<file path="src/rtl/transfer_cmd_parser.sv">
// transfer_cmd_parser
// Byte-stream parser for the ledger TRANSFER command. Frames arrive as
// <opcode><src key><dst key><amount>, big-endian, one byte per accepted beat.
// A decoded request is held on the output until the update stage accepts it.
// Bad opcodes, idle timeouts and self-transfers produce a one-cycle err pulse.
// Optional feature: define TRANSFER_CHKSUM_EN to require a trailing XOR
// checksum byte covering every earlier byte of the frame, opcode included.
module transfer_cmd_parser #(
  parameter int          KEY_BYTES   = 4,
  parameter int          AMT_BYTES   = 4,
  parameter logic [7:0]  OPCODE      = 8'h54,
  parameter int          TIMEOUT_CYC = 1024
) (
  input  logic                   clk,
  input  logic                   rst_n,
  input  logic                   in_valid,
  input  logic [7:0]             in_byte,
  output logic                   in_ready,
  output logic                   out_valid,
  input  logic                   out_ready,
  output logic [8*KEY_BYTES-1:0] out_src,
  output logic [8*KEY_BYTES-1:0] out_dst,
  output logic [8*AMT_BYTES-1:0] out_amount,
  output logic                   err,
  output logic [1:0]             err_code,
  output logic [15:0]            drop_cnt
);

  localparam int KW    = 8 * KEY_BYTES;
  localparam int AW    = 8 * AMT_BYTES;
  localparam int MAXB  = (KEY_BYTES > AMT_BYTES) ? KEY_BYTES : AMT_BYTES;
  // Byte counter only ever holds 0 .. MAXB-1 within a field.
  localparam int CNT_W = (MAXB > 1) ? $clog2(MAXB) : 1;
  // Idle counter only ever holds 0 .. TIMEOUT_CYC-1 before it fires.
  localparam int TO_W  = (TIMEOUT_CYC > 1) ? $clog2(TIMEOUT_CYC) : 1;
  localparam bit TO_EN = (TIMEOUT_CYC > 0);

  localparam logic [CNT_W-1:0] KEY_LAST = CNT_W'(KEY_BYTES - 1);
  localparam logic [CNT_W-1:0] AMT_LAST = CNT_W'(AMT_BYTES - 1);
  localparam logic [TO_W-1:0]  TO_LAST  = TO_W'((TIMEOUT_CYC > 0) ? (TIMEOUT_CYC - 1) : 0);

  localparam logic [2:0] ST_IDLE = 3'd0;
  localparam logic [2:0] ST_SRC  = 3'd1;
  localparam logic [2:0] ST_DST  = 3'd2;
  localparam logic [2:0] ST_AMT  = 3'd3;
  localparam logic [2:0] ST_CHK  = 3'd4;
  localparam logic [2:0] ST_HOLD = 3'd5;

  localparam logic [1:0] ERR_OPCODE  = 2'd0;
  localparam logic [1:0] ERR_TIMEOUT = 2'd1;
  localparam logic [1:0] ERR_SELF    = 2'd2;
  localparam logic [1:0] ERR_CHKSUM  = 2'd3;

  logic [2:0]       state_r;
  logic [CNT_W-1:0] cnt_r;
  logic [TO_W-1:0]  to_cnt_r;
  logic [KW-1:0]    src_r;
  logic [KW-1:0]    dst_r;
  logic [AW-1:0]    amt_r;
  logic             out_valid_r;
  logic [KW-1:0]    out_src_r;
  logic [KW-1:0]    out_dst_r;
  logic [AW-1:0]    out_amt_r;
  logic             err_r;
  logic [1:0]       err_code_r;
  logic [15:0]      drop_cnt_r;

  logic [2:0]       state_s;
  logic [CNT_W-1:0] cnt_s;
  logic [TO_W-1:0]  to_cnt_s;
  logic [KW-1:0]    src_s;
  logic [KW-1:0]    dst_s;
  logic [AW-1:0]    amt_s;
  logic             out_valid_s;
  logic             load_s;
  logic             err_s;
  logic [1:0]       err_code_s;
  logic             drop_s;
  logic             acc_s;
  logic             active_s;
  logic             frame_end_s;

`ifdef TRANSFER_CHKSUM_EN
  logic [7:0]       chk_r;
  logic [7:0]       chk_s;
`endif

  // HOLD is the only state that refuses bytes; depends on state only, never on out_ready.
  assign in_ready = rst_n & (state_r != ST_HOLD);
  assign acc_s    = in_valid & in_ready;
  assign active_s = (state_r == ST_SRC) || (state_r == ST_DST) ||
                    (state_r == ST_AMT) || (state_r == ST_CHK);

  assign out_valid  = out_valid_r;
  assign out_src    = out_src_r;
  assign out_dst    = out_dst_r;
  assign out_amount = out_amt_r;
  assign err        = err_r;
  assign err_code   = err_code_r;
  assign drop_cnt   = drop_cnt_r;

  // Next-state, field shifting, error and output-load decisions for one beat.
  always_comb begin
    state_s     = state_r;
    cnt_s       = cnt_r;
    to_cnt_s    = to_cnt_r;
    src_s       = src_r;
    dst_s       = dst_r;
    amt_s       = amt_r;
    out_valid_s = out_valid_r;
    load_s      = 1'b0;
    err_s       = 1'b0;
    err_code_s  = err_code_r;
    drop_s      = 1'b0;
    frame_end_s = 1'b0;
`ifdef TRANSFER_CHKSUM_EN
    chk_s       = chk_r;
`endif

    case (state_r)
      ST_IDLE: begin
        cnt_s    = {CNT_W{1'b0}};
        to_cnt_s = {TO_W{1'b0}};
        if (acc_s) begin
          if (in_byte == OPCODE) begin
            state_s = ST_SRC;
            src_s   = {KW{1'b0}};
            dst_s   = {KW{1'b0}};
            amt_s   = {AW{1'b0}};
`ifdef TRANSFER_CHKSUM_EN
            chk_s   = OPCODE;
`endif
          end else begin
            err_s      = 1'b1;
            err_code_s = ERR_OPCODE;
            drop_s     = 1'b1;
          end
        end else begin
          state_s = ST_IDLE;
        end
      end
      ST_SRC: begin
        if (acc_s) begin
          src_s    = (src_r << 8) | KW'(in_byte);
          to_cnt_s = {TO_W{1'b0}};
`ifdef TRANSFER_CHKSUM_EN
          chk_s    = chk_r ^ in_byte;
`endif
          if (cnt_r == KEY_LAST) begin
            cnt_s   = {CNT_W{1'b0}};
            state_s = ST_DST;
          end else begin
            cnt_s = cnt_r + 1'b1;
          end
        end else begin
          state_s = ST_SRC;
        end
      end
      ST_DST: begin
        if (acc_s) begin
          dst_s    = (dst_r << 8) | KW'(in_byte);
          to_cnt_s = {TO_W{1'b0}};
`ifdef TRANSFER_CHKSUM_EN
          chk_s    = chk_r ^ in_byte;
`endif
          if (cnt_r == KEY_LAST) begin
            cnt_s   = {CNT_W{1'b0}};
            state_s = ST_AMT;
          end else begin
            cnt_s = cnt_r + 1'b1;
          end
        end else begin
          state_s = ST_DST;
        end
      end
      ST_AMT: begin
        if (acc_s) begin
          amt_s    = (amt_r << 8) | AW'(in_byte);
          to_cnt_s = {TO_W{1'b0}};
`ifdef TRANSFER_CHKSUM_EN
          chk_s    = chk_r ^ in_byte;
`endif
          if (cnt_r == AMT_LAST) begin
            cnt_s = {CNT_W{1'b0}};
`ifdef TRANSFER_CHKSUM_EN
            state_s = ST_CHK;
`else
            frame_end_s = 1'b1;
`endif
          end else begin
            cnt_s = cnt_r + 1'b1;
          end
        end else begin
          state_s = ST_AMT;
        end
      end
`ifdef TRANSFER_CHKSUM_EN
      ST_CHK: begin
        if (acc_s) begin
          to_cnt_s = {TO_W{1'b0}};
          if (in_byte != chk_r) begin
            // Checksum failure outranks the self-transfer check.
            state_s    = ST_IDLE;
            err_s      = 1'b1;
            err_code_s = ERR_CHKSUM;
          end else begin
            frame_end_s = 1'b1;
          end
        end else begin
          state_s = ST_CHK;
        end
      end
`endif
      ST_HOLD: begin
        to_cnt_s = {TO_W{1'b0}};
        if (out_valid_r && out_ready) begin
          out_valid_s = 1'b0;
          state_s     = ST_IDLE;
        end else begin
          state_s = ST_HOLD;
        end
      end
      default: begin
        state_s     = ST_IDLE;
        cnt_s       = {CNT_W{1'b0}};
        to_cnt_s    = {TO_W{1'b0}};
        out_valid_s = 1'b0;
      end
    endcase

    // Final frame byte: keys are complete, so a self-transfer can be rejected here.
    if (frame_end_s) begin
      if (src_r == dst_r) begin
        state_s    = ST_IDLE;
        err_s      = 1'b1;
        err_code_s = ERR_SELF;
      end else begin
        state_s     = ST_HOLD;
        out_valid_s = 1'b1;
        load_s      = 1'b1;
      end
    end else begin
      load_s = 1'b0;
    end

    // Idle gap inside a frame: abandon the partial frame once the budget is spent.
    if (TO_EN && active_s && !acc_s) begin
      if (to_cnt_r == TO_LAST) begin
        state_s    = ST_IDLE;
        cnt_s      = {CNT_W{1'b0}};
        to_cnt_s   = {TO_W{1'b0}};
        err_s      = 1'b1;
        err_code_s = ERR_TIMEOUT;
      end else begin
        to_cnt_s = to_cnt_r + 1'b1;
      end
    end else begin
      drop_s = drop_s;
    end
  end

  // FSM, counters and in-flight field registers.
  always_ff @(posedge clk or negedge rst_n) begin
    if (!rst_n) begin
      state_r  <= ST_IDLE;
      cnt_r    <= {CNT_W{1'b0}};
      to_cnt_r <= {TO_W{1'b0}};
      src_r    <= {KW{1'b0}};
      dst_r    <= {KW{1'b0}};
      amt_r    <= {AW{1'b0}};
    end else begin
      state_r  <= state_s;
      cnt_r    <= cnt_s;
      to_cnt_r <= to_cnt_s;
      src_r    <= src_s;
      dst_r    <= dst_s;
      amt_r    <= amt_s;
    end
  end

`ifdef TRANSFER_CHKSUM_EN
  // Running XOR of the frame bytes seen so far.
  always_ff @(posedge clk or negedge rst_n) begin
    if (!rst_n) begin
      chk_r <= 8'h00;
    end else begin
      chk_r <= chk_s;
    end
  end
`endif

  // Registered decoded request; fields keep the last good frame after acceptance.
  always_ff @(posedge clk or negedge rst_n) begin
    if (!rst_n) begin
      out_valid_r <= 1'b0;
      out_src_r   <= {KW{1'b0}};
      out_dst_r   <= {KW{1'b0}};
      out_amt_r   <= {AW{1'b0}};
    end else begin
      out_valid_r <= out_valid_s;
      if (load_s) begin
        out_src_r <= src_r;
        out_dst_r <= dst_r;
        out_amt_r <= amt_s;
      end
    end
  end

  // Error pulse, its code, and the saturating dropped-byte count.
  always_ff @(posedge clk or negedge rst_n) begin
    if (!rst_n) begin
      err_r      <= 1'b0;
      err_code_r <= 2'd0;
      drop_cnt_r <= 16'h0000;
    end else begin
      err_r      <= err_s;
      err_code_r <= err_code_s;
      if (drop_s && (drop_cnt_r != 16'hFFFF)) begin
        drop_cnt_r <= drop_cnt_r + 16'h0001;
      end
    end
  end

endmodule

</file>
<file path="config.mk">
export PLATFORM = sky130hd
export DESIGN_NAME = transfer_cmd_parser
export DESIGN_NICKNAME = d
export VERILOG_FILES = /design/src/rtl/transfer_cmd_parser.sv
export SDC_FILE = /design/constraint.sdc
export NUM_CORES = 1
export LEC_CHECK = 0
export BUFFER_PORTS_ARGS = -buffer_cell sky130_fd_sc_hd__buf_2
export CAP_MARGIN = 0
export CORE_MARGIN = 3
export CORE_UTILIZATION = 41
export DETAILED_ROUTE_END_ITERATION = 8
export MAX_ROUTING_LAYER = met4
export RECOVER_POWER = 25
export SLEW_MARGIN = 20
export SYNTH_ARGS = -nofsm -noshare
export SYNTH_HDL_FRONTEND = slang
export SYNTH_SLANG_ARGS = --single-unit
</file>
<file path="constraint.sdc">
create_clock -name clk -period 3.2 [get_ports clk]
set_clock_uncertainty 0.15 [all_clocks]
set_input_delay 0.32 -clock clk [delete_from_list [all_inputs] [get_ports clk]]
set_output_delay 0.32 -clock clk [all_outputs]
set_load 0.01 [all_outputs]
</file>
==> results of run 1 <==
==> registers in the layout, indices dropped and copies added, names as in the netlist <==
name and cells:
state_r 3, out_dst 32, amt_r 32, err_code 2, err 1, out_amount 32, out_src 32, out_valid 1
src_r 32, cnt_r 2, to_cnt_r 10, drop_cnt 16, dst_r 32
==> cell type report <==
| cell class | count | area share, % |
|---|---|---|
| Tap cell | 280 | 3.097 |
| Multi-Input combinational cell | 436 | 28.89 |
| Sequential cell | 227 | 50.22 |
| Clock inverter | 10 | 0.9512 |
| Clock buffer | 34 | 6.647 |
| Inverter | 68 | 2.256 |
| Timing Repair Buffer | 151 | 7.942 |
==> layout by cell type, fill, tap and decap left out, drive strengths merged, types with 3 or more instances in the layout <==
| cell | n |
|---|---|
| a21oi | 9 |
| and3 | 6 |
| nor2 | 16 |
| clkinvlp | 3 |
| nand2 | 18 |
| o21ai | 69 |
| nand3b | 3 |
| nor4 | 10 |
| ha | 3 |
| clkinv | 5 |
| mux2 | 98 |
| a22o | 32 |
| buf | 141 |
| nand3 | 79 |
| dfrtp | 227 |
| xnor2 | 14 |
| clkbuf | 34 |
| inv | 68 |
| nor3 | 6 |
| nand4 | 7 |
| dlygate4sd3 | 10 |
| xor2 | 40 |
==> repair_timing <==
item                      4_1_cts  5_1_grt
hold endpoints to repair      250        0
hold buffers                   10        0
resized for setup               0        0
==> routing by layer <==
metal / share of wire (%) / vias up / GRT usage (%)
met5: 0 / - / -
met4: 1.8 / 0 / 4.210
met3: 5.0 / 26 / 2.722
met2: 44 / 146 / 25.92
met1: 50 / 3143 / 26.71
li1: - / 2952 / -
==> critical path: stages <==
cell           delay (ps)
dlygate4sd3_1         540
buf_2                 140
or4b_1                560
or4b_4                560
o21ai_4               310
buf_4                 320
nand3_1                90
o21ai_0                90
==> per-stage QoR <==
stage | cell area, um^2 | power [mW]
3_3_place_gp | 10350 | 3.820
6_report | 11310 | 6.729
2_1_floorplan | 9343 | 3.532
4_1_cts | 11310 | 6.820
3_5_place_dp | 10350 | 3.827
5_1_grt | 11310 | 7.027
==> final timing paths <==
check / endpoint / slack (ps) / cells past startpoint
setup / recovery: dst_r[29] / 530 / 8
hold / removal: state_r[2] / 50 / 2
setup reg to reg: out_dst[12] / 610 / 6
hold reg to reg: out_src[30] / 340 / 1
max in group asynchronous: out_dst[9] / 1740 / 3
min in group clk: to_cnt_r[8] / 60 / 4
==> power breakdown <==
group | total [mW] | internal, mW | switching [mW]
registers | 3.30 | 3.04 | 0.260
clock network | 2.95 | 1.80 | 1.15
logic | 0.481 | 0.202 | 0.279
total | 6.73 | 5.04 | 1.69
==> cells in the mapped netlist, types with 2 or more instances <==
master / count
dfrtp_1: 227
mux2_2: 88
nand3_1: 79
inv_1: 68
o21ai_0: 68
xor2_1: 40
a22o_1: 32
clkbuf_1: 31
nand2_1: 18
nor2_1: 16
xnor2_1: 14
mux2_1: 10
nor4_1: 10
a21oi_1: 9
nand4_1: 7
and3_1: 6
nor3_1: 6
buf_6: 4
buf_2: 3
ha_1: 3
nand3b_1: 3
a31oi_1: 2
and4_1: 2
o211ai_1: 2
or3_1: 2
==> logic make-up (layout without fill, tap and decap cells) <==
family	count (synthesis)	in the layout	share of synthesized area, %
AOI/OAI and AO/OA	120	120	8.129
xor gates and xnor gates	54	54	5.062
adders and majority gates	3	3	0.4018
buffers and inverters	106	263	4.620
DFF	227	227	60.80
muxes	99	99	11.92
and+or+nand+nor	160	160	9.067
==> summary.txt, run 1 <==
Global routing
  – Number of global-route vias before repair: 6170
  – Gr ovfl total: 0
  – Initial antenna violation count: 0
  – Largest net degree at the start of global routing: 153
  – First-pass GRT wire length: 34.42 mm
  – Global Route Usage Sum: 17.90%

Floorplan
  – Die area: 24630 um^2
  – Initial Util: 42.29%
  – Die X: 157.0 um
  – Core ar.: 22090 um^2
  – Site Rows: 54
  – I/O Pins: 129
  – Die H: 157.0 um

Detailed routing
  – Total vias in the final route: 6267
  – Detailed-router iteration count before antenna repair: 4
  – First DRT Iteration DRCs: 377
  – Total Wirelength: 21.24 mm
  – Routed WL per cell: 17.62 um
  – Antenna-violating nets left: 0
  – # DRC: 0
  – Via-to-Cell Ratio: 5.197

Critical path
  – Critical path class: input pin to flip-flop
  – FF-to-FF Start: src_r[3]
  – Crit. End Element: flip-flop
  – Worst Path Max Fanout: 34
  – Critical path origin: in_byte[0]
  – Worst Path Required: 3480 ps
  – Crit path launch type: input pin
  – Crit path arrival time: 2950 ps

Yosys
  – Async SR Flop Fraction: 100.0%
  – Post-synth top area share: 60.80%
  – Cells after synthesis: 769
  – Number of flops mapped to enable cells by yosys: 0
  – Netlist cell types: 44
  – Cell Area, Synth: 9343 um^2
  – Area contributors post-synth: dfrtp_1 61%, mux2_2 11%, nand3_1 4.2%
  – Synth Area per Inst: 12.15 um^2
  – Syn_nets: 784
  – Synth warn: 0
  – Synth area leader: dfrtp_1
  – Seq/Total Area, Yosys: 60.80%
  – Yosys reg bits: 227
  – Most used DFF post-synth: dfrtp_1

Final layout
  – Storage cell area: 5680 um^2
  – Ant. Diodes: 0
  – Nets: 925
  – Finished Core Util: 51.20%
  – Fillcell total: 1928
  – Area Overhead vs Synth: 21.08%
  – Multi-input gate area in the final layout: 3268 um^2
  – Layout cells sized above 1: 30.35%
  – Finished Layout Cells: 1206

Placed design
  – Port Buf Inserts: 128
  – Hpwl dp: 13.92 mm
  – Placed cells: 1152
  – DP Worst Slack: 574.0 ps
  – Gpl congestion: 0.7863

STA
  – Final Hold Fails: 0
  – Minimum clock period: 2665 ps
  – RSZ-0062 raised after global routing: no
  – Hold Worst Slack: 49.99 ps
  – Slew headroom: 36.96%
  – Setup violators final: 0
  – Max Freq: 375.2 MHz
  – Setup WS post-layout: 535.0 ps
  – Measured slew at the worst slew-check pin: 939.3 ps
  – Slew Viols, Final: 0
  – Final Cycle Share: 83.28%
  – Sum Neg Setup Slack: 0 ps

CTS
  – CTS tree: yes
  – Clock Pin Slew Worst Setup and Hold Paths: 60 ps
  – Clock tree buffer depth: 3
  – Clock Sinks: 227
  – Clock root cell: clkbuf_16
  – Worst skew pair latency: 520 ps
  – H-tree levels: 1
  – Number of CTS-inserted buffers: 26
  – Post-CTS Setup Inserts: 0

Status
  – Outcome: complete, no violations

Power and ir drop
  – PwrDens: 594.9 nW/um^2
  – VDD IR max: 350.3 uV
  – Leakage power: 5.841 nW

Worst hold path
  – Hold crit path type: input pin to async pin

Run
  – MaxCap Viol Count: 0
Note: power is estimated with default switching activity, not from simulation.
==> run 2, diff against run 1 <==
==> constraint.sdc (replaced) <==
create_clock -name clk -period 2.4 [get_ports clk]
set_clock_uncertainty 0.15 [all_clocks]
set_input_delay 0.24 -clock clk [delete_from_list [all_inputs] [get_ports clk]]
set_output_delay 0.24 -clock clk [all_outputs]
set_load 0.01 [all_outputs]
==> run 2 against run 1 <==
The flow now finishes with violations (setup timing). Sequential power grew 29%. Setup slack got worse by 610 ps. Total power rose by 38%. Flip-flop and latch count unchanged. Combinational power increased by 120%. Register-to-register slack got worse by 690 ps. Worst hold slack improved by 170 ps. Sequential share of layout area down 3.3 points. Critical path depth down 1. Non-clock buffer count grew 78. Utilization increased by 3.6 points. Largest cell class unchanged.
==> summary.txt, run 2 (synthesized netlist as in run 1, its figures left out) <==
Final layout
  – Layout cells sized above 1: 31.97% (was 30.35%)
  – Area Overhead vs Synth: 29.53% (was 21.08%)
  – Fillcell total: 1887 (was 1928)
  – Storage cell area: 5680 um^2 (unchanged)
  – Finished Cell Area: 12100 um^2 (was 11310 um^2)
  – Most frequent cells in the layout: 227 x dfrtp_1, 88 x buf_2, 79 x nand3_1, 77 x buf_4 (was 227 x dfrtp_1, 127 x buf_2, 88 x mux2_2, 79 x nand3_1)
  – Most common cell after layout, fill and taps aside: dfrtp_1 (unchanged)
  – Finished Layout Cells: 1284 (was 1206)
  – Nets: 1001 (was 925)
  – Ant. Diodes: 0 (unchanged)
  – Finished Core Util: 54.77% (was 51.20%)
  – Multi-input gate area in the final layout: 3428 um^2 (was 3268 um^2)

Detailed routing
  – First DRT Iteration DRCs: 450 (was 377)
  – Via-to-Cell Ratio: 5.125 (was 5.197)
  – Detailed-router iteration count before antenna repair: 5 (was 4)
  – Total Wirelength: 22.83 mm (was 21.24 mm)
  – Routed WL per cell: 17.78 um (was 17.62 um)
  – # DRC: 0 (unchanged)
  – Total vias in the final route: 6581 (was 6267)
  – Antenna-violating nets left: 0 (unchanged)

Placed design
  – Placed cells: 1225 (was 1152)
  – Port Buf Inserts: 128 (unchanged)
  – Gpl congestion: 0.8175 (was 0.7863)
  – Post-DP Area: 10930 um^2 (was 10350 um^2)
  – Hpwl dp: 15.20 mm (was 13.92 mm)

CTS
  – Clock Sinks: 227 (unchanged)
  – Clock Pin Slew Worst Setup and Hold Paths: 60 ps (about the same)
  – Clock tree buffer depth: 3 (unchanged)
  – H-tree levels: 1 (unchanged)
  – CTS tree: yes (unchanged)
  – Number of CTS-inserted buffers: 24 (was 26)
  – Clock root cell: clkbuf_16 (unchanged)
  – Worst skew pair latency: 520 ps (about the same)

STA
  – Minimum clock period: 2479 ps
  – Final Hold Fails: 0 (unchanged)
  – Slew Viols, Final: 0 (unchanged)
  – Max Freq: 403.3 MHz
  – Hold Worst Slack: 219.8 ps (was 49.99 ps)
  – Setup WS post-layout: -79.33 ps (was 535.0 ps)
  – RSZ-0062 raised after global routing: yes (was no)
  – Final Cycle Share: 103.3%
  – Measured slew at the worst slew-check pin: 1347 ps (was 939.3 ps)
  – Setup violators final: 93 (was 0)
  – Slew headroom: 10.21% (was 36.96%)

Global routing
  – Number of global-route vias before repair: 6463 (was 6170)
  – First-pass GRT wire length: 35.74 mm (was 34.42 mm)
  – Initial antenna violation count: 0 (unchanged)
  – Global Route Usage Sum: 18.77% (was 17.90%)
  – Largest net degree at the start of global routing: 80 (was 153)
  – Gr ovfl total: 0 (unchanged)

Critical path
  – Crit. End Element: flip-flop (unchanged)
  – CP peak stage delay: 390 ps (was 560 ps)
  – Slowest cell on the critical path: dfrtp_1 (was or4b_1)
  – Worst Path Max Fanout: 11 (was 34)
  – Crit path launch type: flip-flop (was input pin)
  – Critical path class: flip-flop to flip-flop (was input pin to flip-flop)
  – Crit-path cells: xor2_1 -> nor4_2 -> nand4_1 -> o31ai_4 -> buf_6 -> clkbuf_16 -> mux2_2 (was dlygate4sd3_1 -> buf_2 -> or4b_1 -> or4b_4 -> o21ai_4 -> buf_4 -> nand3_1 -> o21ai_0)
  – Worst Path Required: 2640 ps (was 3480 ps)
  – CP top delay family: simple AND/OR/NAND/NOR gates (unchanged)
  – WP buf/inv: 2 (was 3)
  – Crit path arrival time: 2720 ps (was 2950 ps)

Floorplan
  – Die X: 157.0 um (unchanged)
  – Initial Util: 42.29% (unchanged)
  – Die area: 24630 um^2 (unchanged)
  – Core ar.: 22090 um^2 (unchanged)
  – Site Rows: 54 (unchanged)
  – Die H: 157.0 um (unchanged)
  – I/O Pins: 129 (unchanged)

Power and ir drop
  – VDD IR max: 522.6 uV (was 350.3 uV)
  – PwrDens: 765.7 nW/um^2 (was 594.9 nW/um^2)
  – P_int: 6.978 mW (was 5.043 mW)
  – Total power: 9.266 mW (was 6.729 mW)
  – P_sw: 2.287 mW (was 1.686 mW)
  – Clock share of power: 42.7% (was 43.8%)
  – Gate power share: 11.3% (was 7.2%)
  – Sequential Power Share: 45.9% (was 49.0%)
  – Leakage power: 6.200 nW (was 5.841 nW)
  – Switching Share: 24.69% (was 25.06%)

Status
  – Outcome: complete, but fails checks (was complete, no violations)
  – Failing checks: setup timing

Run
  – MaxCap Viol Count: 0 (unchanged)

Worst hold path
  – Hold crit path type: input pin to async pin (unchanged)
run 2: cell count changes in the layout (fill, tap and decap cells not counted), moves of 36 or more:
| cell | delta |
|---|---|
| mux2_4 | +36 |
| clkbuf_1 | +41 |
| buf_4 | +68 |
| buf_2 | -39 |
| mux2_2 | -36 |
run 2: final timing paths:
path,startpoint,endpoint,slack (ps),depth (start not counted)
max in group asynchronous,rst_n,amt_r[16],600,4
hold / removal,rst_n,out_src[6],220,3
setup / recovery,dst_r[11],out_amount[20],-80,7
setup reg to reg,dst_r[11],out_amount[20],-80,7
hold reg to reg,to_cnt_r[0],to_cnt_r[0],340,1
min in group clk,to_cnt_r[0],to_cnt_r[0],340,1
run 2: per-stage QoR:
step	setup WS, ps	setup TNS [ps]
after global routing	-154.8	-12140
after global placement	-72.71	-4516
final	-79.33	-4382
after CTS	-71.73	-3567
after floorplan	22.47	0
after detailed placement	-127.4	-8366
run 2: power groups by stage:
stage | Sequential [mW] | Combinational [mW] | Clock, mW
finish | 4.26 | 1.05 | 3.96
global route | 4.29 | 1.17 | 4.19
CTS | 4.25 | 1.05 | 4.04
detailed placement | 4.32 | 1.01 | 0
global placement | 4.31 | 1.01 | 0
floorplan | 4.35 | 0.366 | 0
run 2: metal layers:
layer	wire (um)	global-route usage, %	up-vias
li1	-	-	3114
met1	11060	27.27	3278
met2	10260	28.13	152
met3	1077	2.640	37
met4	427	4.544	0
met5	0	-	-
run 2: worst reg2reg max path: cells and delay by family, from the launching register on:
| family | cells | cell delay [ps] |
|---|---|---|
| compound gates | 1 | 340 |
| xor+xnor | 1 | 170 |
| buf+inv | 2 | 390 |
| flops | 1 | 390 |
| mux | 1 | 330 |
| simple gates | 2 | 590 |
run 2: layout make-up:
cell class              count  area share, %
flip-flops and latches    227          46.94
multi-input cells         436          28.33
repair buffers            229          12.60
clock buffers              36          6.172
well taps                 280          2.895
inverters                  68          2.109
clock inverters             8         0.9512
run 2: timing repair:
| item | 4_1_cts | 5_1_grt |
|---|---|---|
| hold endpoints to repair | 74 | 0 |
| cloned | 0 | 3 |
| buffers inserted | 0 | 1 |
| hold buffers | 11 | 0 |
| gates resized for setup | 3 | 41 |
| pin swaps | 1 | 3 |
| setup endpoints to repair | 96 | 102 |
==> run 3, diff against run 2 <==
--- a/config.mk
+++ b/config.mk
@@ -8,9 +8,10 @@
 export BUFFER_PORTS_ARGS = -buffer_cell sky130_fd_sc_hd__buf_2
 export CAP_MARGIN = 0
 export CORE_MARGIN = 3
-export CORE_UTILIZATION = 41
+export CORE_UTILIZATION = 52
 export DETAILED_ROUTE_END_ITERATION = 8
 export MAX_ROUTING_LAYER = met4
+export PLACE_DENSITY = 0.76
 export RECOVER_POWER = 25
 export SLEW_MARGIN = 20
 export SYNTH_ARGS = -nofsm -noshare
==> run 3 against run 2 <==
The flow finishes with violations (hold timing, capacitance limit, setup timing). First-iteration DRC count increased by 22%. Register-to-register slack lost 50 ps. Die area is 20% lower. Setup slack got worse by 54 ps. Via count up 5.5%. Routed wire length grew 6.4%. Total power decreased by 1.7%. Maximum frequency is 2.1% lower. Non-clock buffer count grew 10. Critical path depth rose by 1. Critical endpoint is now out_dst[0].
==> summary.txt, run 3 (synthesized netlist as in run 1, its figures left out) <==
Detailed routing
  – Via-to-Cell Ratio: 5.607 (was 5.125)
  – Routed WL per cell: 19.63 um (was 17.78 um)
  – Total vias in the final route: 6942 (was 6581)
  – Detailed-router iteration count before antenna repair: 5 (unchanged)
  – Antenna-violating nets left: 0 (unchanged)
  – # DRC: 0 (unchanged)
  – Total Wirelength: 24.30 mm (was 22.83 mm)
  – First DRT Iteration DRCs: 547 (was 450)

Worst hold path
  – Hold crit path type: input pin to async pin (unchanged)

CTS
  – Worst skew pair latency: 510 ps (was 520 ps)
  – Clock root cell: clkbuf_16 (unchanged)
  – Clock Pin Slew Worst Setup and Hold Paths: 60 ps (about the same)
  – Clock Sinks: 227 (unchanged)
  – Hold buffers post-CTS: 9 (was 11)
  – Clock tree buffer depth: 3 (unchanged)
  – CTS tree: yes (unchanged)
  – Number of CTS-inserted buffers: 24 (unchanged)
  – H-tree levels: 1 (unchanged)

Final layout
  – Ant. Diodes: 0 (unchanged)
  – Most common cell after layout, fill and taps aside: dfrtp_1 (unchanged)
  – Layout cells sized above 1: 36.33% (was 31.97%)
  – Fillcell total: 1182 (was 1887)
  – Finished Core Util: 71.33% (was 54.77%)
  – Multi-input gate area in the final layout: 3575 um^2 (was 3428 um^2)
  – Most frequent cells in the layout: 227 x dfrtp_1, 127 x buf_2, 79 x nand3_1, 76 x buf_4, 75 x mux2_4 (was 227 x dfrtp_1, 88 x buf_2, 79 x nand3_1, 77 x buf_4)
  – Nets: 1011 (was 1001)
  – Storage cell area: 5680 um^2 (unchanged)
  – Area Overhead vs Synth: 32.97% (was 29.53%)

Critical path
  – Crit path launch type: flip-flop (unchanged)
  – CP peak stage delay: 410 ps (was 390 ps)
  – Reg-to-reg slack, setup: -130 ps (was -80 ps)
  – R2R Path End: out_dst[0] (was out_amount[20])
  – WP buf/inv: 3 (was 2)
  – Crit. End Element: flip-flop (unchanged)
  – Crit-path cells: xor2_1 -> nor4_2 -> nand4_1 -> o31ai_4 -> buf_6 -> buf_12 -> clkbuf_16 -> mux2_4 (was xor2_1 -> nor4_2 -> nand4_1 -> o31ai_4 -> buf_6 -> clkbuf_16 -> mux2_2)
  – CP top delay family: buffers and inverters (was simple AND/OR/NAND/NOR gates)
  – Critical path class: flip-flop to flip-flop (unchanged)
  – Crit path arrival time: 2780 ps (was 2720 ps)
  – Slowest cell on the critical path: dfrtp_1 (unchanged)
  – Worst Path Required: 2650 ps (was 2640 ps)
  – FF-to-FF Start: dst_r[29] (was dst_r[11])
  – Worst Path Max Fanout: 7 (was 11)
  – Worst reg-to-reg path cell count: 8 (was 7)

STA
  – Max Freq: 394.8 MHz (was 403.3 MHz)
  – Final Hold Fails: 2 (was 0)
  – Setup WS post-layout: -132.9 ps (was -79.33 ps)
  – Measured slew at the worst slew-check pin: 1493 ps (was 1347 ps)
  – Hold Worst Slack: -20.23 ps (was 219.8 ps)
  – Final Cycle Share: 105.5% (was 103.3%)
  – Minimum clock period: 2533 ps (was 2479 ps)
  – Setup violators final: 96 (was 93)
  – Slew Viols, Final: 0 (unchanged)
  – Slew headroom: 0.4895% (was 10.21%)
  – RSZ-0062 raised after global routing: yes (unchanged)

Global routing
  – Largest net degree at the start of global routing: 168 (was 80)
  – Gr ovfl total: 0 (unchanged)
  – First-pass GRT wire length: 37.45 mm (was 35.74 mm)
  – Number of global-route vias before repair: 6906 (was 6463)
  – Initial antenna violation count: 0 (unchanged)
  – Global Route Usage Sum: 24.09% (was 18.77%)

Floorplan
  – Die X: 140.0 um (was 157.0 um)
  – I/O Pins: 129 (unchanged)
  – Site Rows: 48 (was 54)
  – Die H: 140.0 um (was 157.0 um)
  – Initial Util: 53.64% (was 42.29%)
  – Die area: 19610 um^2 (was 24630 um^2)
  – Core ar.: 17420 um^2 (was 22090 um^2)

Placed design
  – Port Buf Inserts: 128 (unchanged)
  – Hpwl dp: 14.69 mm (was 15.20 mm)
  – Gpl congestion: 0.8573 (was 0.8175)
  – DP Worst Slack: -117.0 ps (was -127.4 ps)

Power and ir drop
  – PwrDens: 732.8 nW/um^2 (was 765.7 nW/um^2)
  – Leakage power: 6.593 nW (was 6.200 nW)
  – VDD IR max: 528.0 uV (was 522.6 uV)

Status
  – Outcome: complete, but fails checks (unchanged)
  – Failing checks: hold timing, capacitance limit, setup timing (was setup timing)

Run
  – MaxCap Viol Count: 1 (was 0)
==> run 3: cell types whose count changed in the layout (fill, tap and decap cells not counted), moves of 4 or more <==
cell / previous run / this run
mux2_2: 52 / 15
buf_2: 88 / 127
buf_12: 7 / 13
mux2_4: 36 / 75
clkinv_2: 5 / 1
clkbuf_16: 28 / 32
clkbuf_1: 43 / 9
==> run 3: layout make-up <==
class                   count  share of cell area [%]
clock buffers              39                   5.942
repair buffers            239                   14.65
clock inverters             4                  0.5841
multi-input cells         436                   28.77
well taps                 225                   2.266
flip-flops and latches    227                   45.72
inverters                  68                   2.055
==> run 3: worst max-delay path by stage <==
| stage | from | end | slack, ps | cells past startpoint |
|---|---|---|---|---|
| global placement | in_byte[0] | out_amount[22] | -50 | 6 |
| detailed placement | in_byte[0] | out_amount[18] | -120 | 6 |
| floorplan | dst_r[16] | out_src[16] | 20 | 7 |
| CTS | src_r[25] | out_dst[24] | -50 | 6 |
| global route | dst_r[29] | out_src[3] | -200 | 8 |
| finish | dst_r[29] | out_dst[0] | -130 | 8 |
==> run 3: report_power, final <==
group	switching [mW]	internal, mW	total (mW)
logic	0.593	0.481	1.07
clock network	1.46	2.31	3.77
registers	0.213	4.05	4.26
==> run 3: metrics by stage <==
stage | instances | TNS, ps | power, mW | cell area [um^2]
final | 1238 | -8788 | 9.104 | 12420
after floorplan | 769 | 0 | 4.713 | 9351
after CTS | 1226 | -1679 | 9.103 | 12060
after detailed placement | 1174 | -3428 | 5.322 | 10970
after global routing | 1238 | -15530 | 9.452 | 12420
after global placement | 1174 | -1685 | 5.293 | 10970
==> run 3: layer usage <==
metal | track usage, % | share of wire [%] | wire length (um) | up-vias
met4 | 5.456 | 2.5 | 615 | 0
met1 | 34.16 | 43 | 10480 | 3518
met5 | - | 0 | 0 | -
li1 | - | - | - | 3134
met2 | 37.43 | 48 | 11710 | 243
met3 | 3.687 | 6.2 | 1502 | 47
==> run 3: what timing repair did <==
item	CTS	global route
pin swaps	0	6
gates cloned	0	7
endpoints found under the hold margin	252	227
endpoints found under the setup margin	94	96
buffers inserted	0	5
resized for setup	48	38
